$ cat config.mk
export PLATFORM = sky130hd
export DESIGN_NAME = boot_loader
export DESIGN_NICKNAME = d
export VERILOG_FILES = /design/src/rtl/boot_loader_pkg.sv /design/src/rtl/boot_loader.sv
export SDC_FILE = /design/constraint.sdc
export NUM_CORES = 1
export LEC_CHECK = 0
export ABC_CLOCK_PERIOD_IN_PS = 3700
export CAP_MARGIN = 40
export CORE_MARGIN = 5
export CORE_UTILIZATION = 54
export CTS_CLUSTER_DIAMETER = 50
export DETAILED_ROUTE_END_ITERATION = 7
export GPL_TIMING_DRIVEN = 0
export PLACE_DENSITY_LB_ADDON = 0.12
export SYNTH_ARGS = -nofsm -noshare
export SYNTH_HDL_FRONTEND = slang
export SYNTH_SLANG_ARGS = --single-unit
$ cat constraint.sdc
create_clock -name CLK -period 3.7 [get_ports CLK]
set_clock_uncertainty 0.1 [all_clocks]
set_input_delay 0.74 -clock CLK [delete_from_list [all_inputs] [get_ports CLK]]
set_output_delay 0.74 -clock CLK [all_outputs]
set_load 0.01 [all_outputs]
$ cat src/rtl/boot_loader_pkg.sv
// Shared types and helpers for the power-on SRAM boot loader.
package boot_loader_pkg;

    localparam int MAX_CH    = 8;
    localparam int MAX_AW    = 32;
    localparam int LEN_BUS_W = MAX_CH * MAX_AW;

    typedef enum logic [3:0] {
        ST_IDLE,
        ST_FETCH,
        ST_SETUP,
        ST_STROBE,
        ST_HOLD,
        ST_VRD,
        ST_VCMP,
        ST_DONE,
        ST_FAIL
    } state_t;

    // Length of channel i from a packed length bus with aw-bit fields.
    function automatic logic [MAX_AW-1:0] len_of(input logic [LEN_BUS_W-1:0] lens,
                                                 input int aw, input int i);
        logic [LEN_BUS_W-1:0] sh;
        logic [MAX_AW-1:0]    mask;
        sh   = lens >> (i * aw);
        mask = (aw >= MAX_AW) ? '1 : ((32'd1 << aw) - 32'd1);
        return sh[MAX_AW-1:0] & mask;
    endfunction

    // ROM base address of channel i: total length of all lower channels.
    function automatic logic [MAX_AW-1:0] ch_base(input logic [LEN_BUS_W-1:0] lens,
                                                  input int aw, input int i);
        logic [MAX_AW-1:0] sum;
        sum = '0;
        for (int j = 0; j < MAX_CH; j++) begin
            if (j < i) sum = sum + len_of(lens, aw, j);
        end
        return sum;
    endfunction

    // First channel above i with a nonzero length, or nch when none is left.
    function automatic int next_ch(input logic [LEN_BUS_W-1:0] lens,
                                   input int aw, input int nch, input int i);
        int r;
        r = nch;
        for (int j = MAX_CH - 1; j >= 0; j--) begin
            if (j > i && j < nch && len_of(lens, aw, j) != '0) r = j;
        end
        return r;
    endfunction

endpackage

$ cat src/rtl/boot_loader.sv
// Power-on loader: copies a flat ROM image into NUM_CH SRAM targets,
// one word at a time, with optional read-back verify and bounded retry.
module boot_loader
    import boot_loader_pkg::*;
#(
    parameter int                       DATA_W    = 8,
    parameter int                       ADDR_W    = 17,
    parameter int                       NUM_CH    = 3,
    parameter logic [NUM_CH*ADDR_W-1:0] CH_LEN    = {NUM_CH{ADDR_W'(4096)}},
    parameter int                       ROM_WAIT  = 1,
    parameter int                       VERIFY    = 0,
    parameter int                       MAX_RETRY = 2
)(
    input  logic              CLK,
    input  logic              N_RST,
    output logic [ADDR_W-1:0] ROM_ADDR,
    output logic              ROM_N_OE,
    input  logic [DATA_W-1:0] ROM_DATA,
    output logic [ADDR_W-1:0] ADDR,
    output logic [DATA_W-1:0] DATA,
    output logic              SRAM_N_OE,
    input  logic [DATA_W-1:0] SRAM_DATA,
    output logic [NUM_CH-1:0] N_WE,
    output logic [2:0]        CH,
    output logic              N_BOOTED,
    output logic              ERROR
);

    localparam logic [LEN_BUS_W-1:0] LENS = LEN_BUS_W'(CH_LEN);
    localparam int WAIT_W  = (ROM_WAIT > 1) ? $clog2(ROM_WAIT) : 1;
    localparam int RETRY_W = (MAX_RETRY > 0) ? $clog2(MAX_RETRY + 1) : 1;

    state_t              state, state_nx;
    logic [WAIT_W-1:0]   wait_cnt, wait_nx;
    logic [RETRY_W-1:0]  retry_cnt, retry_nx;
    logic [ADDR_W-1:0]   rom_addr, rom_addr_nx;
    logic [ADDR_W-1:0]   addr, addr_nx;
    logic [DATA_W-1:0]   data, data_nx;
    logic [2:0]          ch, ch_nx;
    logic                advance;
    int                  nxt;

    logic                rom_n_oe_q, sram_n_oe_q, n_booted_q, error_q;
    logic [NUM_CH-1:0]   n_we_q;

    // Per-channel length table, padded so any 3-bit CH indexes safely.
    logic [ADDR_W-1:0]   len_tab [MAX_CH];

    for (genvar g = 0; g < MAX_CH; g++) begin : g_len
        if (g < NUM_CH) begin : g_on
            assign len_tab[g] = CH_LEN[g*ADDR_W +: ADDR_W];
        end else begin : g_off
            assign len_tab[g] = '0;
        end
    end

    // Next-state and datapath update for the word-copy sequence.
    always_comb begin
        state_nx    = state;
        wait_nx     = wait_cnt;
        retry_nx    = retry_cnt;
        rom_addr_nx = rom_addr;
        addr_nx     = addr;
        data_nx     = data;
        ch_nx       = ch;
        advance     = 1'b0;
        nxt         = 0;

        case (state)
            ST_IDLE: begin
                nxt = next_ch(LENS, ADDR_W, NUM_CH, -1);
                if (nxt >= NUM_CH) begin
                    state_nx = ST_DONE;
                end else begin
                    ch_nx       = 3'(nxt);
                    rom_addr_nx = ADDR_W'(ch_base(LENS, ADDR_W, nxt));
                    addr_nx     = '0;
                    wait_nx     = '0;
                    retry_nx    = '0;
                    state_nx    = ST_FETCH;
                end
            end
            ST_FETCH: begin
                // The ROM has had ROM_WAIT cycles with OE low; capture on the last one.
                if (wait_cnt == WAIT_W'(ROM_WAIT - 1)) begin
                    data_nx  = ROM_DATA;
                    wait_nx  = '0;
                    state_nx = ST_SETUP;
                end else begin
                    wait_nx = wait_cnt + WAIT_W'(1);
                end
            end
            ST_SETUP:  state_nx = ST_STROBE;
            ST_STROBE: state_nx = ST_HOLD;
            ST_HOLD: begin
                if (VERIFY != 0) state_nx = ST_VRD;
                else             advance  = 1'b1;
            end
            ST_VRD:    state_nx = ST_VCMP;
            ST_VCMP: begin
                if (SRAM_DATA == data) begin
                    advance = 1'b1;
                end else if (retry_cnt < RETRY_W'(MAX_RETRY)) begin
                    retry_nx = retry_cnt + RETRY_W'(1);
                    state_nx = ST_SETUP;
                end else begin
                    state_nx = ST_FAIL;
                end
            end
            ST_DONE:   state_nx = ST_DONE;
            ST_FAIL:   state_nx = ST_FAIL;
            default:   state_nx = ST_IDLE;
        endcase

        // Word advance; the ROM pointer runs on across channel boundaries.
        if (advance) begin
            wait_nx     = '0;
            retry_nx    = '0;
            rom_addr_nx = rom_addr + ADDR_W'(1);
            if (addr == len_tab[ch] - ADDR_W'(1)) begin
                addr_nx = '0;
                nxt     = next_ch(LENS, ADDR_W, NUM_CH, int'(ch));
                if (nxt >= NUM_CH) begin
                    state_nx = ST_DONE;
                end else begin
                    ch_nx    = 3'(nxt);
                    state_nx = ST_FETCH;
                end
            end else begin
                addr_nx  = addr + ADDR_W'(1);
                state_nx = ST_FETCH;
            end
        end
    end

    // State, datapath and registered strobes; strobes decode the next state
    // so every output comes straight from a flop.
    always_ff @(posedge CLK or negedge N_RST) begin
        if (!N_RST) begin
            state       <= ST_IDLE;
            wait_cnt    <= '0;
            retry_cnt   <= '0;
            rom_addr    <= '0;
            addr        <= '0;
            data        <= '0;
            ch          <= '0;
            rom_n_oe_q  <= 1'b1;
            sram_n_oe_q <= 1'b1;
            n_we_q      <= '1;
            n_booted_q  <= 1'b1;
            error_q     <= 1'b0;
        end else begin
            state       <= state_nx;
            wait_cnt    <= wait_nx;
            retry_cnt   <= retry_nx;
            rom_addr    <= rom_addr_nx;
            addr        <= addr_nx;
            data        <= data_nx;
            ch          <= ch_nx;
            rom_n_oe_q  <= (state_nx != ST_FETCH);
            sram_n_oe_q <= !(state_nx == ST_VRD || state_nx == ST_VCMP);
            n_we_q      <= (state_nx == ST_STROBE) ? ~(NUM_CH'(1) << ch_nx) : '1;
            n_booted_q  <= (state_nx != ST_DONE);
            error_q     <= (state_nx == ST_FAIL);
        end
    end

    assign ROM_ADDR  = rom_addr;
    assign ROM_N_OE  = rom_n_oe_q;
    assign ADDR      = addr;
    assign DATA      = data;
    assign SRAM_N_OE = sram_n_oe_q;
    assign N_WE      = n_we_q;
    assign CH        = ch;
    assign N_BOOTED  = n_booted_q;
    assign ERROR     = error_q;

    a_we_onehot: assert property (@(posedge CLK) disable iff (!N_RST)
        $onehot0(~n_we_q));
    a_we_excl: assert property (@(posedge CLK) disable iff (!N_RST)
        (n_we_q != '1) |-> (rom_n_oe_q && sram_n_oe_q));
    a_boot_err: assert property (@(posedge CLK) disable iff (!N_RST)
        !(!n_booted_q && error_q));

endmodule

==> results summary, run 1 <==
The number of design-rule violations left by the first detailed-router iteration is ~240. The filler-free cell count of the finished design is about 480. The cell area after placement came out at 3860 um^2. Setup repair after global routing left no endpoint under its margin. By count the netlist is led by sky130_fd_sc_hd__dfrtp_1 (52), sky130_fd_sc_hd__nand2_1 (36), sky130_fd_sc_hd__nor2_1 (22). The instance count after placement with tap cells included came out at approximately 460. The fraction of layout instances using a drive strength above 1 is approximately an eighth. Data on the critical path is required at its endpoint by about 3.9 ns. Of all nets on the critical path, the largest fanout is 10. The initial standard-cell utilization of the core came out at between 50% and 60%.

Cells fill 74.7% of the core in the end. The most used flip-flop cell after synthesis is sky130_fd_sc_hd__dfrtp_1. STA classifies the critical path endpoint as a register. The global-route wire length before repair came out at 14.1 mm.

The remaining global-route overflow came out at 0. The number of buffers inserted by post-CTS setup repair came out at 0. The top-area cell type share of the netlist area came out at a little over two fifths.

The quantity of hold-fixing buffers added after cts came out at 0. At the placement stage, the worst setup path has a slack of 0.580 ns. The run finished with clean final reports. The average wire per cell in the routed design came out at about 18 um. The relative area change from synthesis to final layout came out at 34.5%. The number of slew-limit violations in the final report is 0. The post-cts resize count is 0. The Yosys step of the flow raised 0 warnings. The remaining routing DRC violations came out at 0. The worst supply voltage drop on vdd came out at between 0.4 and 0.5 mV. Global routing used 24.5% of the available tracks. By startpoint and endpoint, the worst setup path is classified as input pin to register.

The total negative slack is 0 ns. The core box area is between 5000 and 6000 um^2. The post-synthesis area per instance is around 9.6 um^2. Setup violations remaining at the end of the flow were counted as 0.

The die boundary width is ~85 um. The post-synthesis sequential element count is 58. The clock period minus final worst setup slack is ~2.8 ns. The largest area contributor in the netlist is sky130_fd_sc_hd__dfrtp_1.

The buffer levels on the longest clock path came out at 2. The slew at the pin with the worst max-slew slack came out at around 0.70 ns. The number of antenna violations at the first check in global routing came to 0. The count of pins on the block boundary came out at 70.

The number of buffers created by CTS came out at 9. The number of flops mapped to enable cells by yosys is 0. The maximum number of pins on one net before global-route repair is 31. In this run, distinct cell masters in the synthesized netlist total 48. With fillers left out, the area of the finished cells amounts to approximately 4100 um^2. For this run, the top clock speed supported by timing is ~350 MHz. The floorplan die height is ~85 um.

The number of clock sinks came out at 58. In this run the number of H-tree levels came out at 3. The wire length reported by the detailed router came out at between 8 and 9 mm. The hold violation total from the final report is 0. The cell count after synthesis is about 320.

The max-capacitance violation count came out at 0. The weighted congestion at the end of routability-driven global placement is just over 0.9. 0 antenna diodes ended up in the layout. The fraction of the yosys area taken by sequential cells is approximately 48%. Yosys attributes the largest share of cell area to sky130_fd_sc_hd__dfrtp_1 (43%), sky130_fd_sc_hd__dfstp_2 (5.2%), sky130_fd_sc_hd__nand2_1 (4.4%). The total leakage power is around 1.6 nW.

The count of buffers from port buffering came out at slightly below 70. The count of nets left with antenna violations once routing finished came out at 0. The net count after synthesis is 338. The worst min-delay path category is input pin to async pin. The source-to-sink clock delay at the later pin of the worst-skew pair came out at between 0.3 and 0.4 ns. The number of core rows is 27. The total power draw came out at ~2.9 mW. On the final layout, the worst hold slack is 0.329 ns. At the worst endpoint, the arrival time is around 3 ns.

The tree is rooted in a sky130_fd_sc_hd__clkbuf_8. The via count of the first global-routing pass was about 2,900. Of the available clock period, the critical path in the final layout requires between 70% and 80%. Using the TritonRoute via totals, the vias-per-cell ratio works out to between 6 and 7.

The worst slew slack as a fraction of its limit came out at a little over half. The power density over the cells came out at between 600 and 700 nW/um^2. Of all flip-flops after synthesis, the portion carrying an async set or reset was 100%. For this block, the via count after detailed routing is around 2,900. The number of nets in the finished design came out at 420. For this run, the detailed router's first-pass iteration total came to 5. The minimum setup slack in the final design came out at 0.877 ns.

Summing every instance area after synthesis gives slightly above 3000 um^2. Detailed placement finished with a half-perimeter wire length of 5.81 mm. The total die area came out at 7270 um^2. The most repeated cell in the gate-level netlist after synthesis is sky130_fd_sc_hd__dfrtp_1. STA classifies the critical path startpoint as an input pin. The clock-pin slew on the worst setup and hold paths is roughly 0.07 ns. The CTS tree is done.
==> registers in the layout (all words and copies together) (netlist names), 2 cells and up <==
register,cells
N_WE,3
ADDR,17
DATA,8
CH,3
ROM_ADDR,17
state,4
retry_cnt,2
==> metal layers <==
layer	global-route usage (%)	part of all wire, %	vias up
met5	0	0	-
met1	31.6	42	1432
met3	5.44	7.8	24
met2	38.8	47	122
met4	11.9	2.6	0
li1	-	-	1361
==> critical path: stages <==
cell and delay (ns):
sky130_fd_sc_hd__clkdlybuf4s50_1 0.41, sky130_fd_sc_hd__xor2_1 0.15, sky130_fd_sc_hd__nor4_2 0.58, sky130_fd_sc_hd__a21bo_2 0.23, sky130_fd_sc_hd__buf_2 0.16, sky130_fd_sc_hd__buf_2 0.28
sky130_fd_sc_hd__nand3_1 0.21, sky130_fd_sc_hd__o21ai_0 0.22
==> layout make-up <==
| cell class | instances | area [um^2] |
|---|---|---|
| Clock buffer | 11 | 151 |
| Buffer | 18 | 76.3 |
| Multi-Input combinational cell | 233 | 1490 |
| Sequential cell | 58 | 1460 |
| Tap cell | 72 | 90.1 |
| Fill cell | 393 | 1400 |
| Clock inverter | 5 | 100 |
| Inverter | 9 | 33.8 |
| Timing Repair Buffer | 71 | 713 |
==> cells by family after synthesis <==
| logic type | count (synthesis) | share of synthesized area [%] |
|---|---|---|
| compound gates | 64 | 15.2 |
| xor+xnor | 11 | 3.15 |
| fa+ha+maj | 2 | 0.819 |
| buf+inv | 27 | 3.60 |
| flops | 58 | 47.7 |
| mux | 16 | 5.57 |
| simple gates | 140 | 23.9 |
==> power by group <==
group          switching (mW)  internal, mW
sequential              0.152         0.801
combinational           0.650         0.509
clock                   0.266         0.482
total                    1.07          1.79
==> cell usage in the layout, fill, tap and decap left out, types with 4 or more instances in the layout <==
cell type / n
sky130_fd_sc_hd__nor2b_1: 4
sky130_fd_sc_hd__or4_1: 7
sky130_fd_sc_hd__nor2_1: 22
sky130_fd_sc_hd__nor3_1: 9
sky130_fd_sc_hd__dfrtp_1: 52
sky130_fd_sc_hd__buf_2: 8
sky130_fd_sc_hd__nor4_1: 12
sky130_fd_sc_hd__or3_1: 4
sky130_fd_sc_hd__mux2_2: 8
sky130_fd_sc_hd__xor2_1: 9
sky130_fd_sc_hd__mux2i_1: 8
sky130_fd_sc_hd__a22o_1: 5
sky130_fd_sc_hd__nand2_1: 36
sky130_fd_sc_hd__clkbuf_8: 11
sky130_fd_sc_hd__clkdlybuf4s50_1: 68
sky130_fd_sc_hd__nand3_1: 17
sky130_fd_sc_hd__nand4_1: 11
sky130_fd_sc_hd__o21ai_0: 14
sky130_fd_sc_hd__a221o_1: 4
sky130_fd_sc_hd__inv_1: 9
sky130_fd_sc_hd__a31oi_1: 14
sky130_fd_sc_hd__dfstp_2: 6
sky130_fd_sc_hd__clkbuf_1: 11
==> worst paths after layout <==
kind,start,to,slack [ns],cells past startpoint
max,SRAM_DATA[7],ADDR[5],0.88,8
max reg2reg,ADDR[0],CH[1],1.25,7
min reg2reg,ROM_ADDR[16],ROM_ADDR[16],0.38,1
min,N_RST,ADDR[14],0.33,1
max in group asynchronous,N_RST,N_WE[1],2.51,2
min in group CLK,ROM_ADDR[16],ROM_ADDR[16],0.38,1
(Power assumes the default switching activity.)
==> run 2, diff against run 1 <==
ABC_CLOCK_PERIOD_IN_PS = 2630   (was 3700)
CORE_UTILIZATION = 50   (was 54)
clock period = 2.63 ns   (was 3.7 ns; I/O delays follow)
==> results summary, run 2 (same netlist as run 1, synthesis figures left out) <==
The flow ran to the end, and the final reports show no timing, DRC or antenna violations. The worst register-to-register path begins at state[3]. The initial standard-cell utilization of the core is 51.6% (-3.9 points). The count of pins on the block boundary is 70 (unchanged). The sequential cell area in the final layout was 1460 um^2 (unchanged). The core box area came out at 5920 um^2 (+7.5%).

The buffer levels on the longest clock path came to 2 (unchanged). The worst slew slack as a fraction of its limit is 51.3% (-1.9 points). The power density over the cells is 918 nW/um^2 (+32%). The total routing resource utilization after global routing was 22.6% (-1.9 points). The total of fill cells in the finished design came out at 485 (+23%).

The worst setup path startpoint is SRAM_DATA[1]. The count of antenna diodes in the layout is 0 (unchanged). The worst setup path is captured at a register. The number of clock sinks came out at 58 (unchanged).

The wire length reported by the detailed router came to 8.26 mm (-2.0%). The clock network power share came out at 19.1% (-7.0 points). The worst min-delay path category is input pin to async pin.

The path type of the worst setup path is input pin to register. The total die area came out at 7780 um^2 (+7.0%). The number of antenna violations at the first check in global routing came out at 0 (unchanged). The clock-pin slew on the worst setup and hold paths came out at 0.07 ns (about the same).

The fraction of layout instances using a drive strength above 1 is 12.3% (-0.030 points). The critical path goes through clkdlybuf4s50_1 > xor2_1 > nor4_4 > buf_4 > a21boi_2 > buf_2 > o41ai_1 > a22o_1. The max-capacitance violation count is 0 (unchanged). The floorplan die height came out at 88.2 um (+3.5%). The average wire per cell in the routed design is 17.2 um (-2.8%). The logic gate share of total power was 45.1% (+4.6 points).

The hold slack is 0.0475 ns (-0.281 ns). The number of buffers created by CTS came to 9 (unchanged). The share of total power consumed by net switching is 40.4% (+3.0 points). The number of buffers and inverters on the critical path came out at 3 (unchanged). The average via count per standard cell was 6.03 (-2.1%).

Leaving out fill and tap cells, the most frequent cells in the layout are sky130_fd_sc_hd__clkdlybuf4s50_1 (68), sky130_fd_sc_hd__dfrtp_1 (52), sky130_fd_sc_hd__nand2_1 (36), sky130_fd_sc_hd__nor2_1 (22), sky130_fd_sc_hd__nand3_1 (17). The cell area after placement is 3860 um^2 (about the same). The die boundary width is 88.2 um (+3.5%). The global-route wire length before repair is 13.6 mm (-3.8%).

The source-to-sink clock delay at the later pin of the worst-skew pair came out at 0.34 ns (about the same). The number of nets in the finished design was 421 (+0.24%). The peak clock frequency supported by timing is between 400 and 500 MHz. The worst supply voltage drop on vdd was 0.562 mV (+29%). The root buffer cell is sky130_fd_sc_hd__clkbuf_8. The number of design-rule violations left by the first detailed-router iteration came out at 358 (+52%). The total via count after detailed routing is 2,900 (-1.3%). The data arrival time at the worst-slack endpoint was 2.65 ns (-0.34 ns). The total leakage power is 1.60 nW (-1.7%).

The most frequent standard cell in the layout excluding fill and tap cells is sky130_fd_sc_hd__clkdlybuf4s50_1. The largest individual stage delay along the critical path comes from the cell sky130_fd_sc_hd__o41ai_1. The remaining global-route overflow was 0 (unchanged). The number of core rows is 28 (+3.7%). The number of slew-limit violations in the final report came out at 0 (unchanged). The maximum number of pins on one net before global-route repair came out at 39 (+26%). The weighted congestion at the end of routability-driven global placement was 0.899 (-3.6%). The hold violation total from the final report is 0 (unchanged). The internal power is 2.23 mW (+24%). The remaining routing DRC violations was 0 (unchanged).

The count of buffers from port buffering came out at 69 (unchanged). The net switching power came out at 1.51 mW (+41%). The number of levels in the clock H-tree is 3 (unchanged). The slew at the pin with the worst max-slew slack was 0.726 ns (+0.0289 ns). The part of the total power dissipated in sequential elements came out at 35.8% (+2.5 points). The total area of multi-input combinational cells came out at 1520 um^2 (+2.2%). The final count of negative-setup-slack endpoints was 0 (unchanged). The design area is 4070 um^2 (-0.97%). Dividing the final minimum period by the clock period gives a little over nine tenths.

STA classifies the critical path startpoint as an input pin. The relative area change from synthesis to final layout is 33.2%. Among cell families on the critical path, the largest total delay comes from compound AO/OA/AOI/OAI gates. The maximum net fanout on the critical path is 10 (unchanged). The remaining antenna violation count after routing came to 0 (unchanged). The data required time at the worst endpoint is 2.81 ns (-1.05 ns). Setup repair after global routing left no endpoint under its margin. The detailed-router iteration count before antenna repair is 4 (-1). The HPWL after detailed placement is 5.84 mm (+0.49%).

The via count of the first global-routing pass is 2,765 (-4.0%). The delay of the slowest cell on the worst path came out at 0.55 ns (-0.03 ns). TritonCTS built the clock tree. The clock period minus final worst setup slack came out at ~2.5 ns.
-- run 2: cell count changes in the layout (fill, tap and decap cells not counted), sizes merged --
cell and change:
bufinv -3, buf +2, clkinv +1, clkbuf +1
-- run 2: cell type report --
type / instances / area share [%]
Multi-Input combinational cell: 233 / 37.3
Clock buffer: 13 / 3.66
Buffer: 17 / 1.78
Timing Repair Buffer: 73 / 17.9
Tap cell: 75 / 2.30
Inverter: 9 / 0.830
Sequential cell: 58 / 35.8
Clock inverter: 3 / 0.369
-- run 2: what timing repair did --
item	4_1_cts	5_1_grt
hold buffers	0	0
endpoints found under the hold margin	0	0
pin swaps	0	2
buffers inserted	0	3
setup endpoints to repair	5	25
resized for setup	1	3
-- run 2: per-layer routing --
| metal | global-route usage (%) | up-vias | part of all wire [%] |
|---|---|---|---|
| met4 | 7.69 | 0 | 1.3 |
| li1 | - | 1359 | - |
| met3 | 5.64 | 13 | 7.2 |
| met1 | 32.1 | 1400 | 45 |
| met5 | 0 | - | 0 |
| met2 | 33.9 | 128 | 46 |
-- run 2: through the flow --
step                setup WS, ns  util (%)  TNS [ns]  instances  power [mW]
CTS                       0.0226      68.0         0        479        3.68
global route              0.0418      68.8         0        481        3.97
finish                     0.159      68.8         0        481        3.74
global placement          -0.865      64.9    -54.65        462        2.90
detailed placement        -0.389      65.1     -9.92        463        2.94
floorplan                  0.450         -         0        318        2.23
-- run 2: power groups by stage --
| stage | Combinational, mW | Clock [mW] | Sequential [mW] |
|---|---|---|---|
| after floorplan | 0.832 | 0 | 1.40 |
| after global placement | 1.56 | 0 | 1.34 |
| after detailed placement | 1.60 | 0 | 1.35 |
| after CTS | 1.62 | 0.724 | 1.33 |
| after global routing | 1.82 | 0.773 | 1.38 |
| final | 1.69 | 0.712 | 1.34 |
-- run 2: path summary, 6_finish.rpt --
check                                     to  depth (start not counted)  slack (ns)
min in group CLK                ROM_ADDR[16]                          1        0.39
max in group asynchronous            N_WE[1]                          2        1.75
worst max register to register       ADDR[0]                          6        0.28
worst max-delay path                ADDR[15]                          8        0.16
worst min-delay path            ROM_ADDR[10]                          1        0.05
worst min register to register  ROM_ADDR[16]                          1        0.39
==> run 3, diff against run 2 <==
CAP_MARGIN = 20   (was 40)
CTS_CLUSTER_SIZE = 16   (was default)
==> results of run 3 <==
Final layout, timing and power as in run 2 (identical DEF).
